<file path="config.mk">
export PLATFORM = sky130hd
export DESIGN_NAME = alu
export DESIGN_NICKNAME = d
export VERILOG_FILES = /design/src/rtl/alu.sv
export SDC_FILE = /design/constraint.sdc
export NUM_CORES = 1
export LEC_CHECK = 0
export ABC_AREA = 1
export ABC_CLOCK_PERIOD_IN_PS = 800
export CORE_ASPECT_RATIO = 1.75
export CORE_UTILIZATION = 40
export DETAILED_ROUTE_END_ITERATION = 10
export GPL_ROUTABILITY_DRIVEN = 0
export PLACE_DENSITY = 0.69
export SLEW_MARGIN = 5
export SYNTH_ARGS = -nofsm -noshare
export SYNTH_HDL_FRONTEND = slang
export SYNTH_SLANG_ARGS = --single-unit
</file>
<file path="constraint.sdc">
create_clock -name clk -period 0.8 [get_ports clk]
set_input_delay 0.12 -clock clk [delete_from_list [all_inputs] [get_ports clk]]
set_output_delay 0.12 -clock clk [all_outputs]
set_load 0.01 [all_outputs]
</file>
<file path="src/rtl/alu.sv">
// 8-bit 6502-style ALU: one op per cycle chosen by one-hot enables, with registered
// result, carry and signed overflow. Operand B can be inverted so SUM can subtract.
module alu (
  input  logic       clk,
  input  logic       reset,
  input  logic       SUM_en,
  input  logic       AND_en,
  input  logic       EOR_en,
  input  logic       OR_en,
  input  logic       ASL_en,
  input  logic       LSR_en,
  input  logic       INV_en,
  input  logic       ROL_en,
  input  logic       ROR_en,
  input  logic [7:0] Ain,
  input  logic [7:0] Bin,
  input  logic       Cin,
  output logic [7:0] RES,
  output logic       Cout,
  output logic       OVFout
);

  logic [7:0] r_res;
  logic       r_cout;
  logic       r_ovf;

  logic [7:0] w_b;
  logic [8:0] w_sum;
  logic [7:0] w_res;
  logic       w_cout;
  logic       w_ovf;

  assign w_b   = INV_en ? ~Bin : Bin;
  assign w_sum = {1'b0, Ain} + {1'b0, w_b} + {8'h00, Cin};

  // Priority chain; with no enable at all the registers simply reload themselves.
  always_comb begin
    w_res  = r_res;
    w_cout = r_cout;
    w_ovf  = r_ovf;
    if (SUM_en) begin
      w_res  = w_sum[7:0];
      w_cout = w_sum[8];
      w_ovf  = (Ain[7] == w_b[7]) && (w_sum[7] != Ain[7]);
    end else if (AND_en) begin
      w_res  = Ain & w_b;
      w_cout = 1'b0;
      w_ovf  = 1'b0;
    end else if (EOR_en) begin
      w_res  = Ain ^ w_b;
      w_cout = 1'b0;
      w_ovf  = 1'b0;
    end else if (OR_en) begin
      w_res  = Ain | w_b;
      w_cout = 1'b0;
      w_ovf  = 1'b0;
    end else if (ASL_en) begin
      w_res  = {Ain[6:0], 1'b0};
      w_cout = Ain[7];
      w_ovf  = 1'b0;
    end else if (LSR_en) begin
      w_res  = {1'b0, Ain[7:1]};
      w_cout = Ain[0];
      w_ovf  = 1'b0;
    end else if (ROL_en) begin
      w_res  = {Ain[6:0], Cin};
      w_cout = Ain[7];
      w_ovf  = 1'b0;
    end else if (ROR_en) begin
      w_res  = {Cin, Ain[7:1]};
      w_cout = Ain[0];
      w_ovf  = 1'b0;
    end else if (INV_en) begin
      // Inverter alone passes ~Bin straight through.
      w_res  = w_b;
      w_cout = 1'b0;
      w_ovf  = 1'b0;
    end
  end

  always_ff @(posedge clk or posedge reset) begin
    if (reset) begin
      r_res  <= 8'h00;
      r_cout <= 1'b0;
      r_ovf  <= 1'b0;
    end else begin
      r_res  <= w_res;
      r_cout <= w_cout;
      r_ovf  <= w_ovf;
    end
  end

  assign RES    = r_res;
  assign Cout   = r_cout;
  assign OVFout = r_ovf;

endmodule

</file>
==> results of run 1 <==
[routing by layer]
metal | track usage, % | wire [um] | vias up
li1 | - | - | 1099
met1 | 26.94 | 2228 | 1059
met2 | 57.45 | 3568 | 91
met3 | 1.920 | 226 | 38
met4 | 22.98 | 434 | 0
met5 | 0 | 0 | -
[sequential cells by signal, summed over array words and instances, names as in the netlist]
signal	flops
RES	8
OVFout	1
Cout	1
[power by group]
| part | total [mW] | internal (mW) | switching [mW] |
|---|---|---|---|
| logic | 2.18 | 1.08 | 1.10 |
| registers | 0.629 | 0.591 | 0.0380 |
| clock network | 0.549 | 0.331 | 0.218 |
| total | 3.35 | 2.00 | 1.35 |
[final timing paths]
kind / slack (ps) / endpoint / cells after the start / start
worst max register to register: -30 / RES[5] / 3 / RES[5]
worst max-delay path: -730 / RES[4] / 11 / Bin[0]
max in group asynchronous: 500 / RES[2] / 3 / reset
min in group clk: 430 / Cout / 6 / EOR_en
worst min-delay path: 190 / RES[6] / 3 / reset
worst min register to register: 520 / RES[3] / 2 / RES[3]
[area by class of cell]
type / instances / area, sq um / area share [%]
multi-input cells: 204 / 1543 / 50.10
repair buffers: 121 / 997.2 / 32.39
flip-flops and latches: 10 / 250.2 / 8.127
inverters: 48 / 187.7 / 6.095
well taps: 48 / 60.06 / 1.950
clock buffers: 3 / 41.29 / 1.341
[placed cells by master, fill, tap and decap left out, drive strengths merged, types with 5 or more instances in the layout]
cell	instances
clkbuf	5
inv	48
or2	7
xor2	6
clkdlybuf4s50	5
nand4	6
nand3	19
buf	96
a21oi	26
o21ai	15
nand2	68
nor2	26
dfrtp	10
dlygate4sd2	13
ha	17
[per-stage QoR]
step / std cells / hold slack (ps) / util, %
finish: 434 / 189.5 / 78.88
global route: 434 / 224.1 / 78.88
CTS: 432 / 191.1 / 74.87
detailed placement: 421 / 434.7 / 68.85
global placement: 421 / 439.8 / 68.85
floorplan: 267 / -39.82 / -
[logic make-up after synthesis]
group | after synthesis | synth area share (%)
xor+xnor | 7 | 3.701
buf+inv | 53 | 13.82
fa+ha+maj | 19 | 15.26
flops | 10 | 15.11
compound gates | 51 | 16.77
simple gates | 127 | 35.35
[worst max-delay path, cell delays in order]
cell and delay, ps:
buf_8 100, xor2_4 180, fa_2 410, inv_2 70, fa_2 220, inv_4 60
a21oi_4 120, o21ai_1 80, a21oi_1 140, nor2_1 60, a21oi_1 120
[timing repair]
item,4_1_cts,5_1_grt
setup endpoints to repair,20,20
setup buffers,8,3
pin swaps,37,38
resized for setup,109,46
==> impl_metrics.env, run 1 <==
export IMPL_status="finished with violations"
export IMPL_violations="negative setup slack"
export IMPL_fillCellCount=282
export IMPL_period_minus_slack_ps=1529
export IMPL_ys_seq_area_share_pct=15.11
export IMPL_placed_cell_area_sq_um=2688
export IMPL_cts_buffers=3
export IMPL_root_buffer="clkbuf_8"
export IMPL_power_density_nw_per_um2=1089
export IMPL_grt_usage_pct=29.48
export IMPL_num_vias=2287
export IMPL_required_ps=970
export IMPL_yosys_top_cells_area="nand2_1, dfrtp_1, ha_1"
export IMPL_globalRouteOverflowTotal=0
export IMPL_die_x_um=50.65
export IMPL_synthTopCellsByCount="nand2_1, inv_1, a21oi_1, nor2_1, nand3_1"
export IMPL_drt_first_pass_iters=4
export IMPL_drv_slew=0
export IMPL_rows=30
export IMPL_hold_path_class="input pin to async pin"
export IMPL_period_share_pct=191.1
export IMPL_numClockSinks=10
export IMPL_htreeDepth=1
export IMPL_clk_latency_ps=250
export IMPL_cap_violations=0
export IMPL_syn2layout_area_growth_pct=85.88
export IMPL_finalSetupViolations=20
export IMPL_avgRoutedWirePerCell_um=14.88
export IMPL_start_util_pct=42.44
export IMPL_clock_skew_ps=0
export IMPL_io_pins=38
export IMPL_clkTransAtPathRegs_ps=50
export IMPL_cp_end_kind="flip-flop"
export IMPL_fmax_mhz=654.0
export IMPL_timing_final_ws_setup_ps=-729.2
export IMPL_clock_path_buffers=2
export IMPL_numPortBuffers=37
export IMPL_dieArea_sq_um=4413
export IMPL_synth_largest_area_cell="nand2_1"
export IMPL_synth_fp_nets=314
export IMPL_detailedPlace_worstSlack_ps=-1482
export IMPL_drt_wl_total_mm=6.457
export IMPL_ys_flop_type="dfrtp_1"
export IMPL_ant_nets=0
export IMPL_syn_avg_cell_area_sq_um=6.204
export IMPL_ys_types=29
export IMPL_fin_setup_tns_ps=-7342
export IMPL_yosysTopAreaCellShare_pct=15.41
export IMPL_cp_start_kind="input pin"
export IMPL_ys_async_sr_fraction_pct=100.0
export IMPL_synth_edff_count=0
export IMPL_synth_area_sq_um=1657
export IMPL_grt_max_degree=11
export IMPL_power_mw=3.355
export IMPL_rsz0062_at_grt="true"
export IMPL_via_per_inst=5.270
export IMPL_maxSlewHeadroom_pct=78.95
export IMPL_die_h_um=87.13
export IMPL_syn_inst=267
export IMPL_final_nets=435
export IMPL_design_core_area_sq_um=3904
export IMPL_n_antenna_cell=0
export IMPL_synth_seq_cells=10
export IMPL_drtIter0Drc=57
export IMPL_synth_most_common_cell="nand2_1"
export IMPL_crit_arrival_ps=1700
export IMPL_power_leakage_nw=1.631
export IMPL_hpwl_mm=4.769
export IMPL_antenna_found_initial=0
export IMPL_final_area_sq_um=3079
export IMPL_vdd_ir_drop_worst_v=0.001151
export IMPL_hold_viol_final=0
export IMPL_drive_gt1_share_pct=47.15
export IMPL_grt_pass1_vias=2300
export IMPL_max_slew_worst_pin_slew_ps=315.3
export IMPL_crit_type="input pin to flip-flop"
export IMPL_crit_fanout=4
export IMPL_cts_tree="yes"
export IMPL_drc=0
export IMPL_grt_first_pass_wirelength_mm=9.798
export IMPL_cts_hold_buffers=0
export IMPL_synth_warnings=0
Power figures use the tool's default switching activity.
==> run 2, diff against run 1 <==
--- a/config.mk
+++ b/config.mk
@@ -8,6 +8,7 @@
 export ABC_AREA = 1
 export ABC_CLOCK_PERIOD_IN_PS = 800
 export CORE_ASPECT_RATIO = 1.75
+export CORE_MARGIN = 2
 export CORE_UTILIZATION = 40
 export DETAILED_ROUTE_END_ITERATION = 10
 export GPL_ROUTABILITY_DRIVEN = 0
==> impl_metrics.env, run 2 (synthesis results as in run 1) <==
export IMPL_vdd_ir_drop_worst_v=0.001077
export IMPL_cpPeakStageDelay_ps=370
export IMPL_critPathTopFamily="adder cells"
export IMPL_rsz0062_at_grt="true"
export IMPL_period_share_pct=197.9
export IMPL_die_h_um=89.13
export IMPL_path_cells="buf_6 -> buf_6 -> xor2_4 -> fa_2 -> inv_2 -> fa_2 -> inv_2 -> nand3_2 -> nand3_2 -> nand2_2 -> a21oi_2 -> o21ai_1 -> nand3_1"
export IMPL_cap_violations=0
export IMPL_hold_viol_final=0
export IMPL_multi_input_area_sq_um=1468
export IMPL_detailedPlace_worstSlack_ps=-1458
export IMPL_final_common_cell="buf_4"
export IMPL_hold_path_class="input pin to async pin"
export IMPL_numPortBuffers=37
export IMPL_crit_slowest_cell="fa_2"
export IMPL_hold_worst_slack_ps=160.1
export IMPL_cp_start_kind="input pin"
export IMPL_drt_first_pass_iters=4
export IMPL_fin_setup_tns_ps=-7945
export IMPL_antenna_found_initial=0
export IMPL_period_minus_slack_ps=1583
export IMPL_drc=0
export IMPL_timing_final_ws_setup_ps=-783.0
export IMPL_final_util_pct=73.06
export IMPL_clock_path_buffers=2
export IMPL_rows=31
export IMPL_avgRoutedWirePerCell_um=14.69
export IMPL_cp_depth=13
export IMPL_clkTransAtPathRegs_ps=50
export IMPL_drt_wl_total_mm=6.403
export IMPL_layout_common_cells="buf_4, nand2_1, inv_1"
export IMPL_grt_usage_pct=28.13
export IMPL_crit_fanout=5
export IMPL_cts_buffers=3
export IMPL_via_per_inst=5.204
export IMPL_start_util_pct=40.68
export IMPL_num_vias=2269
export IMPL_power_density_nw_per_um2=1125
export IMPL_htreeDepth=1
export IMPL_r2r_cells=3
export IMPL_grt_first_pass_wirelength_mm=9.777
export IMPL_numClockSinks=10
export IMPL_r2r_slack_ps=-40
export IMPL_grt_pass1_vias=2263
export IMPL_r2r_start="RES[2]"
export IMPL_syn2layout_area_growth_pct=79.61
export IMPL_drv_slew=0
export IMPL_crit_type="input pin to flip-flop"
export IMPL_die_x_um=52.65
export IMPL_r2r_end="RES[2]"
export IMPL_regArea_sq_um=250.2
export IMPL_n_antenna_cell=0
export IMPL_power_mw=3.346
export IMPL_cts_hold_buffers=0
export IMPL_worst_path_buf_inv=4
export IMPL_required_ps=910
export IMPL_cp_end_kind="flip-flop"
export IMPL_root_buffer="clkbuf_8"
export IMPL_clock_skew_ps=0
export IMPL_drive_gt1_share_pct=44.96
export IMPL_maxSlewHeadroom_pct=80.18
export IMPL_largest_reg_flops=8
export IMPL_clk_latency_ps=240
export IMPL_fillCellCount=318
export IMPL_drtIter0Drc=90
export IMPL_ant_nets=0
export IMPL_power_leakage_nw=1.581
export IMPL_globalRouteOverflowTotal=0
export IMPL_design_core_area_sq_um=4073
export IMPL_hpwl_mm=4.767
export IMPL_max_slew_worst_pin_slew_ps=294.2
export IMPL_violations="negative setup slack"
export IMPL_dieArea_sq_um=4692
export IMPL_final_nets=435
export IMPL_grt_max_degree=11
export IMPL_cts_tree="yes"
export IMPL_fmax_mhz=631.7
export IMPL_status="finished with violations"
export IMPL_crit_arrival_ps=1690
export IMPL_io_pins=38
export IMPL_finalSetupViolations=20
[run 2: changes by cell type in the layout (fill, tap and decap cells not counted), moves of 3 or more]
cell	change
ha_4	-4
buf_12	-3
clkdlybuf4s50_1	+3
dlymetal6s2s_1	-3
nand2_1	-3
nand2_2	+3
[run 2: cell type report]
cell class,count,area share [%]
multi-input combinational,204,49.33
tap,49,2.061
timing repair buffer,121,32.13
clock buffer,4,1.850
sequential,10,8.410
inverter,48,6.224
[run 2: through the flow]
stage | area (sq um) | std cells
finish | 2975 | 436
global route | 2975 | 436
CTS | 2879 | 432
detailed placement | 2671 | 423
global placement | 2671 | 423
floorplan | 1729 | 267
[run 2: worst max-delay path by stage]
stage,start,to,slack [ps]
global route,INV_en,Cout,-860
floorplan,INV_en,Cout,-820
CTS,INV_en,Cout,-770
finish,INV_en,Cout,-780
detailed placement,INV_en,RES[7],-1460
global placement,INV_en,RES[7],-1450
[run 2: power breakdown]
part / switching [mW] / total [mW] / internal [mW]
Sequential: 0.0411 / 0.632 / 0.591
Clock: 0.213 / 0.647 / 0.434
Combinational: 1.05 / 2.07 / 1.02
[run 2: worst register-to-register path: cells and delay by family, from the launching register on]
kind / cells / cell delay (ps)
flip-flops: 1 / 390
AND/OR/NAND/NOR: 2 / 290
buffers and inverters: 1 / 50
[run 2: what timing repair did]
item / in CTS / in global routing
cloned: 0 / 0
endpoints found under the setup margin: 20 / 20
endpoints found under the hold margin: 0 / 0
setup buffers: 5 / 4
pin swaps: 32 / 20
gates resized for setup: 120 / 15
[run 2: metal layers]
metal  global-route usage (%)  wire length [um]
met1                    24.67              2055
met2                    53.86              3558
met3                    2.174               218
met4                    24.94               572
met5                        0                 0
==> run 3, diff against run 2 <==
--- a/config.mk
+++ b/config.mk
@@ -13,7 +13,6 @@
 export DETAILED_ROUTE_END_ITERATION = 10
 export GPL_ROUTABILITY_DRIVEN = 0
 export PLACE_DENSITY = 0.69
-export SLEW_MARGIN = 5
 export SYNTH_ARGS = -nofsm -noshare
 export SYNTH_HDL_FRONTEND = slang
 export SYNTH_SLANG_ARGS = --single-unit
==> results of run 3 <==
Same layout as run 2: the final DEF is identical, and so are final timing and power.
